**config.mk**
```make
export PLATFORM = sky130hd
export DESIGN_NAME = pm_loader
export DESIGN_NICKNAME = d
export VERILOG_FILES = /design/src/rtl/pm_loader_pkg.sv /design/src/rtl/pm_loader_key_debounce.sv /design/src/rtl/pm_loader.sv
export SDC_FILE = /design/constraint.sdc
export NUM_CORES = 1
export LEC_CHECK = 0
export ABC_AREA = 1
export BUFFER_PORTS_ARGS = -buffer_cell sky130_fd_sc_hd__clkbuf_2
export CAP_MARGIN = 20
export CORE_MARGIN = 2
export CORE_UTILIZATION = 25
export CTS_CLUSTER_SIZE = 25
export DETAILED_ROUTE_END_ITERATION = 6
export PLACE_DENSITY = 0.51
export SLEW_MARGIN = 20
export SYNTH_ARGS = -nofsm -noshare
export SYNTH_HDL_FRONTEND = slang
export SYNTH_HIERARCHICAL = 1
export SYNTH_SLANG_ARGS = --single-unit
```
**constraint.sdc**
```tcl
create_clock -name clock -period 2.4 [get_ports clock]
set_input_delay 0.48 -clock clock [delete_from_list [all_inputs] [get_ports clock]]
set_output_delay 0.48 -clock clock [all_outputs]
set_load 0.03 [all_outputs]
```
**src/rtl/pm_loader_pkg.sv**
```systemverilog
// Shared definitions for the program-memory loader and the later BF decode stage:
// FSM state encoding, the eight BF opcodes and the program terminator.
package pm_loader_pkg;

    typedef enum logic [1:0] {
        ST_LOAD  = 2'd0,
        ST_WRITE = 2'd1,
        ST_TERM  = 2'd2,
        ST_DONE  = 2'd3
    } pm_state_e;

    localparam logic [7:0] OP_INC        = 8'h2B;  // '+'
    localparam logic [7:0] OP_DEC        = 8'h2D;  // '-'
    localparam logic [7:0] OP_LEFT       = 8'h3C;  // '<'
    localparam logic [7:0] OP_RIGHT      = 8'h3E;  // '>'
    localparam logic [7:0] OP_LOOP_BEGIN = 8'h5B;  // '['
    localparam logic [7:0] OP_LOOP_END   = 8'h5D;  // ']'
    localparam logic [7:0] OP_OUT        = 8'h2E;  // '.'
    localparam logic [7:0] OP_IN         = 8'h2C;  // ','
    localparam logic [7:0] OP_TERM       = 8'h00;

    function automatic logic is_opcode(input logic [7:0] b);
        return (b == OP_INC)  || (b == OP_DEC)        || (b == OP_LEFT) ||
               (b == OP_RIGHT) || (b == OP_LOOP_BEGIN) || (b == OP_LOOP_END) ||
               (b == OP_OUT)  || (b == OP_IN);
    endfunction

endpackage

```
**src/rtl/pm_loader_key_debounce.sv**
```systemverilog
// Push-button conditioner: 2-flop synchronizer, counting debouncer and a
// one-cycle press pulse on each accepted high-to-low transition.
module key_debounce #(
    parameter int DEBOUNCE_CYCLES = 4
) (
    input  logic clk,
    input  logic rst_n,
    input  logic key_n_i,
    output logic press_o
);

    // A key held through reset must first be seen released this long before presses count.
    localparam int ARM_CYCLES = DEBOUNCE_CYCLES + 2;
    localparam int CW         = $clog2(ARM_CYCLES + 1);

    logic [1:0]    sync_q;
    logic          key_s;
    logic          stable_q, stable_d;
    logic [CW-1:0] db_cnt_q, db_cnt_d;
    logic [CW-1:0] arm_cnt_q, arm_cnt_d;
    logic          armed_q, armed_d;
    logic          press_q, press_d;

    assign key_s   = sync_q[1];
    assign press_o = press_q;

    always_comb begin
        stable_d  = stable_q;
        db_cnt_d  = '0;
        armed_d   = armed_q;
        arm_cnt_d = arm_cnt_q;

        if (key_s != stable_q) begin
            if (db_cnt_q == CW'(DEBOUNCE_CYCLES - 1)) begin
                stable_d = key_s;
            end else begin
                db_cnt_d = db_cnt_q + CW'(1);
            end
        end

        if (!armed_q) begin
            if (key_s) begin
                if (arm_cnt_q == CW'(ARM_CYCLES - 1)) begin
                    armed_d = 1'b1;
                end else begin
                    arm_cnt_d = arm_cnt_q + CW'(1);
                end
            end else begin
                arm_cnt_d = '0;
            end
        end

        press_d = armed_q & stable_q & ~stable_d;
    end

    always_ff @(posedge clk or negedge rst_n) begin
        if (!rst_n) begin
            sync_q    <= 2'b11;
            stable_q  <= 1'b1;
            db_cnt_q  <= '0;
            arm_cnt_q <= '0;
            armed_q   <= 1'b0;
            press_q   <= 1'b0;
        end else begin
            sync_q    <= {sync_q[0], key_n_i};
            stable_q  <= stable_d;
            db_cnt_q  <= db_cnt_d;
            arm_cnt_q <= arm_cnt_d;
            armed_q   <= armed_d;
            press_q   <= press_d;
        end
    end

endmodule

```
**src/rtl/pm_loader.sv**
```systemverilog
// Switch-driven BF program loader: commits legal opcode bytes into program
// memory on the write key and appends the terminator on the done key.
module pm_loader
    import pm_loader_pkg::*;
#(
    parameter int DEBOUNCE_CYCLES = 4,
    parameter int ADDR_W          = 8
) (
    input  logic              clock,
    input  logic              reset,
    input  logic              key_write_n,
    input  logic              key_done_n,
    input  logic [7:0]        sw,
    output logic [ADDR_W-1:0] pm_addr,
    output logic [7:0]        pm_wdata,
    output logic              pm_we,
    output logic              loaded,
    output logic              rejected,
    output logic [ADDR_W-1:0] count
);

    localparam logic [ADDR_W-1:0] COUNT_MAX = '1;

    logic [1:0] keys_n;
    logic [1:0] press;

    assign keys_n = {key_done_n, key_write_n};

    generate
        for (genvar gi = 0; gi < 2; gi++) begin : g_key
            key_debounce #(
                .DEBOUNCE_CYCLES(DEBOUNCE_CYCLES)
            ) u_key (
                .clk     (clock),
                .rst_n   (reset),
                .key_n_i (keys_n[gi]),
                .press_o (press[gi])
            );
        end
    endgenerate

    pm_state_e         state_q, state_d;
    logic [ADDR_W-1:0] count_q, count_d;
    logic [ADDR_W-1:0] addr_q, addr_d;
    logic [7:0]        wdata_q, wdata_d;
    logic [7:0]        sw_q, sw_d;
    logic              wr_pend_q, wr_pend_d;
    logic              done_pend_q, done_pend_d;
    logic              rej_q, rej_d;

    always_comb begin
        state_d     = state_q;
        count_d     = count_q;
        addr_d      = addr_q;
        wdata_d     = wdata_q;
        rej_d       = 1'b0;
        sw_d        = press[0] ? sw : sw_q;
        wr_pend_d   = wr_pend_q | press[0];
        done_pend_d = done_pend_q | press[1];

        unique case (state_q)
            ST_LOAD: begin
                // Done takes priority; a write registered alongside it is dropped silently.
                if (done_pend_q) begin
                    state_d     = ST_TERM;
                    addr_d      = count_q;
                    wdata_d     = OP_TERM;
                    wr_pend_d   = 1'b0;
                    done_pend_d = 1'b0;
                end else if (wr_pend_q) begin
                    wr_pend_d = press[0];
                    if (is_opcode(sw_q) && (count_q != COUNT_MAX)) begin
                        state_d = ST_WRITE;
                        addr_d  = count_q;
                        wdata_d = sw_q;
                    end else begin
                        rej_d = 1'b1;
                    end
                end
            end
            ST_WRITE: begin
                count_d = count_q + ADDR_W'(1);
                state_d = ST_LOAD;
            end
            ST_TERM: begin
                state_d = ST_DONE;
            end
            ST_DONE: begin
                wr_pend_d   = 1'b0;
                done_pend_d = 1'b0;
            end
            default: state_d = ST_LOAD;
        endcase
    end

    always_ff @(posedge clock or negedge reset) begin
        if (!reset) begin
            state_q     <= ST_LOAD;
            count_q     <= '0;
            addr_q      <= '0;
            wdata_q     <= '0;
            sw_q        <= '0;
            wr_pend_q   <= 1'b0;
            done_pend_q <= 1'b0;
            rej_q       <= 1'b0;
        end else begin
            state_q     <= state_d;
            count_q     <= count_d;
            addr_q      <= addr_d;
            wdata_q     <= wdata_d;
            sw_q        <= sw_d;
            wr_pend_q   <= wr_pend_d;
            done_pend_q <= done_pend_d;
            rej_q       <= rej_d;
        end
    end

    assign pm_we    = (state_q == ST_WRITE) || (state_q == ST_TERM);
    assign pm_addr  = addr_q;
    assign pm_wdata = wdata_q;
    assign loaded   = (state_q == ST_DONE);
    assign rejected = rej_q;
    assign count    = count_q;

endmodule

```
* Yosys cells after proc, flatten, opt, wreduce, memory -nomap -nowiden *
Index checks and enable logic that the tools add are counted.

storage, ports and cells
  register bits = 59
  bits of input ports = 12
  logic and storage cells = 111

operators by class
  add/sub/neg operators = 5
  equal/unequal tests = 22
  muxes and demuxes = 37
  bitwise logic cells = 10
  reduce and logical (&&, ||, !) cells = 17

operators with widths
  cell                 count
  $eq 8x6->1 const B   6
  $mux 8               6
  $mux 3               8
  $mux 1               17
  $eq 8x7->1 const B   2
  $add 3x1->3 const B  4
  $add 8x1->8 const B  1
  $logic_or 1x1->1     8
  $ne 8x8->1 const B   1
  $eq 3x2->1 const B   2
  $eq 3x3->1 const B   2
  $mux 2               3
  $ne 3x3->1 const B   2
  $pmux 2 s3           1
  $reduce_and 3->1     2
  $and 1x1->1          4
  $eq 2x2->1 const B   2
  $ne 2x2->1 const B   2
  $not 1->1            4
  $pmux 1 s2           2
  $reduce_and 2->1     2
  $reduce_bool 2->1    2
  $reduce_bool 3->1    1
  $eq 2x1->1 const B   1
  4 further kinds      6

* Depth between registers and ports, before layout *
  depth after elaboration = 13
  mapped depth = 10
  mapped depth without buffers = 9

* Modules after synthesis *
Netlist, hierarchy kept.

by module, submodules not included
  module        times used  cells each  area an instance (µm²)  sequential area each (µm²)
  pm_loader     1           169         1760.4                  925.9
  key_debounce  2           47          460.4                   279.0

* Least setup slack after synthesis *
Ideal clock, no wire load.

  kind = reg2reg
  start point = register count_q[0] (netlist: count[0])
  end point = register addr_q[1] (netlist: pm_addr[1])
  data arrival time = 1.538 ns
  data required time = 2.281 ns
  slack = 0.742 ns
  cell stages (with the launch flop) = 11
  path buffers = 1
  period minus slack after synthesis = 1.658 ns
  path through = dfrtp_1 ha_1 nand2_2 nor2_2 nand2_1 nand4_2 nand2_2 nand3_4 buf_6 nand2_1 o21ai_2

on the way
  longest elaborated chain between the ends = 4

ends and longest elaborated chain
  item                                RTL line          RTL
  from (decl)                         pm_loader.sv:43   logic [ADDR_W-1:0] count_q, count_d;
  from (signal assigned)              pm_loader.sv:108  count_q <= count_d;
  $ne 8x8->1                          pm_loader.sv:72   if (is_opcode(sw_q) && (count_q != COUNT_MAX)) begin
  $logic_and 1x1->1                   pm_loader.sv:72
  $reduce_bool 2->1 (no source line)  n/a
  $reduce_and 3->1 (no source line)   n/a
  to (signal assigned)                pm_loader.sv:109  addr_q <= addr_d;
  to (decl)                           pm_loader.sv:44   logic [ADDR_W-1:0] addr_q, addr_d;

No other way between the ends.
A chain may end at the register's enable or synchronous reset.

* Worst setup path after layout *
  start point = register state_q[0]
  end point = output port pm_we

on the way
  longest elaborated chain between the ends = 2
  elaborated cells on any way between the ends = 3
  classes of those cells = eq/ne (2); reduce/logical (1)

ends and longest elaborated chain
  item                                      RTL line          RTL
  from (decl)                               pm_loader.sv:42   pm_state_e state_q, state_d;
  from (signal assigned)                    pm_loader.sv:107  state_q <= state_d;
  $eq 2x1->1 or $eq 2x2->1 (tied branches)  pm_loader.sv:118  assign pm_we = (state_q == ST_WRITE) || (state_q == ST_TERM);
  $logic_or 1x1->1 *                        pm_loader.sv:118
  to (decl)                                 pm_loader.sv:16   output logic pm_we,

Every way passes the cells marked *; elsewhere a longest branch is shown, timed or not.

==> flow_summary.yaml <==
outcome:
  outcome: "finished, final reports clean"
layout:
  post-route-util_pct: 30.5
  layout_commonest_cell: "nand2_1"
  multi_input_area_um2: 1020
  n_fill_cell: 1116
  n_antenna_cell: 0
  final_net_count: 330
  area_growth_pct: 17.8
  ff_latch_area_um2: 1480
  drive_above_1_share_pct: 32.5
  final_cell_mix: "nand2_1 (63), dfrtp_1 (53), clkbuf_2 (38)"
cts:
  htreeDepth: 3
  cts.sinks: 59
  post-cts-setup-buffers: 0
  cts_buffers: 9
  path_clk_slew_ns: 0.07
  cts_resized: 0
  hold_buffers: 0
  clock_path_buffers: 2
  clk_latency_ns: 0.33
  root_buffer: "clkbuf_8"
  cts_tree: "done"
global_route:
  antenna_found_initial: 0
  grt_pass1_wl_um: 8170
  grtUsageMet2_pct: 14.6
  met3_usage_pct: 4.00
  gr-usage-met1_pct: 11.1
  grt_overflow: 0
  grt_pass1_vias: 1771
  grt_use_total_pct: 9.24
  grt_start_max_net_pins: 42
  grt_most_used_layer: "met2"
worst_setup_path:
  rr_startpoint: "count[0]"
  crit_path_end_kind: "output port"
  cp.arrival_ns: 1.44
  cpPeakStageDelay_ns: 0.40
  worstSetupStartpointType: "register"
  path_max_fanout: 7
  path_delay_family: "flip-flops"
  worstSetupPathType: "reg -> out"
  path_buf_inv: 2
  slowest_stage: "dfrtp_1"
  critPathLaunch: "state_q[0]"
  critPathRequiredTime_ns: 1.92
  crit_path_cell_trace: "inv_1 -> ha_1 -> clkbuf_2"
routing:
  drtIter0Drc: 59
  post_drt_via_cell_ratio: 3.98
  ant_nets: 0
  drc: 0
  via_count: 1777
  routedWlPerCell_um: 10.5
  wl_um: 4680
  dr.pass1.iters: 4
synth:
  syn-num-nets: 286
  synthAdderAreaFrac_pct: 5.13
  post-synth-top-area-cell: "dfrtp_1"
  synth_edf_count: 0
  synth_top_family_by_area: "simple AND/OR/NAND/NOR gates"
  ys_types: 28
  ys_ff_latch: 59
  syn-cell-area_um2: 2680
  postSynthAreaPerCell_um2: 10.2
  synth_ff_type: "dfrtp_1"
  ys_seq_area_share_pct: 55.3
  synthXorXnorAreaFrac_pct: 2.61
  yosys.area_share.simple_pct: 20.0
  synth_area_leaders: "dfrtp_1 (49%), nand2_1 (8.8%), dfstp_2 (5.9%)"
  synthArstFlopShare_pct: 100
  synth.area.mux_share_pct: 2.94
  yosys_warnings: 6
  syn_inst: 263
  synth_top_area_share_pct: 49.5
  synth_compound_area_share_pct: 7.33
place:
  hpwl_um: 3470
  gp_congestion: 0.733
  port-buffer-count: 38
timing:
  tightestPinTransition_ns: 0.506
  fmax_ghz: 0.521
  rsz0062_at_grt: "no"
  slew_viol_final: 0
  setup_tns_ns: 0
  finalHoldViolations: 0
  slew_headroom_pct: 66.3
  holdWs_ns: 0.101
  setup_viol: 0
  period_needed_ns: 1.92
  fin_worst_skew_ns: 0.0102
  finalCritPeriodShare_pct: 79.9
floorplan:
  die_h_um: 108
  die_w_um: 108
  ios: 39
  die-area_um2: 11600
  initial_core_util_pct: 25.9
  rows: 37
  core_um2: 10400
pwr:
  leakage_nw: 1.57
  p_total_mw: 3.41
  powerDensity_nw_per_um2: 1080
  vdd_drop_max_uv: 312
min_path:
  hold_class: "in -> async"
run:
  cap_violations: 0
registers in the layout, summed over array words and instances (netlist names), 2 cells and up:
name / count
g_key.u_key/armed_q: 2
g_key.u_key/sync_q: 4
sw_q: 8
g_key.u_key/arm_cnt_q: 6
g_key.u_key/stable_q: 2
pm_wdata: 8
g_key.u_key/press_o: 2
count: 8
g_key.u_key/db_cnt_q: 6
state_q: 2
pm_addr: 8
kinds of logic (layout without fill, tap and decap cells):
group	count (synthesis)	after routing
and+or+nand+nor	116	116
muxes	7	7
adders and majority gates	11	11
xor gates and xnor gates	8	8
buffers and inverters	34	82
AOI/OAI and AO/OA	28	28
DFF	59	59
metrics by stage:
stage                     area (um2)  worst slack [ns]  cells
after floorplan                 2680             0.742    263
after global placement          2990             0.614    432
after detailed placement        2990             0.577    432
after CTS                       3160             0.451    447
after global routing            3160             0.386    447
final                           3160             0.482    447
routing by layer:
layer  wire length (um)  part of all wire, %  vias to the layer above
li1                   -                    -                      921
met1               2230                   48                      806
met2               2100                   45                       39
met3                274                  5.9                       11
met4                 82                  1.8                        0
met5                  0                    0                        -
worst paths after layout:
kind                                             to  slack (ns)  cells past startpoint
min                                      pm_addr[7]        0.10                      1
max                                           pm_we        0.48                      3
max reg2reg                              pm_addr[0]        0.55                      9
min reg2reg                g_key[1].u_key/sync_q[1]        0.35                      0
min in group clock         g_key[1].u_key/sync_q[0]        0.23                      1
max in group asynchronous  g_key[1].u_key/sync_q[0]        1.64                      2
worst register-to-register path, delay by kind of cell (launching register included):
kind / cells / cell delay, ns
flip-flops: 1 / 0.42
adder cells (fa/ha/maj): 1 / 0.25
AO/OA/AOI/OAI: 1 / 0.07
AND/OR/NAND/NOR: 7 / 0.99
Yosys cell counts, types with 3 or more instances:
master   count
dfrtp_1     53
dfstp_2      6
ha_1        11
inv_1       25
inv_2        3
mux2_2       7
nand2_1     63
nand2_2      9
nand3_1      9
nand4_1      3
nor2_1      19
o21ai_0      4
o21ai_1      7
o21ai_2     15
or2_0        4
or2_2        3
xor2_1       6
where the power goes:
part / switching, mW / internal (mW) / leakage (nW)
Clock: 0.357 / 0.420 / 0.0920
Sequential: 0.240 / 1.28 / 0.765
Combinational: 0.704 / 0.408 / 0.709
area by class of cell:
type | instances | share of cell area, %
Tap cell | 136 | 5.39
Clock inverter | 3 | 0.475
Inverter | 28 | 3.33
Sequential cell | 59 | 47.0
Multi-Input combinational cell | 170 | 32.3
Timing Repair Buffer | 39 | 6.66
Clock buffer | 12 | 4.91
No activity file was read; power rests on OpenSTA's default activity.
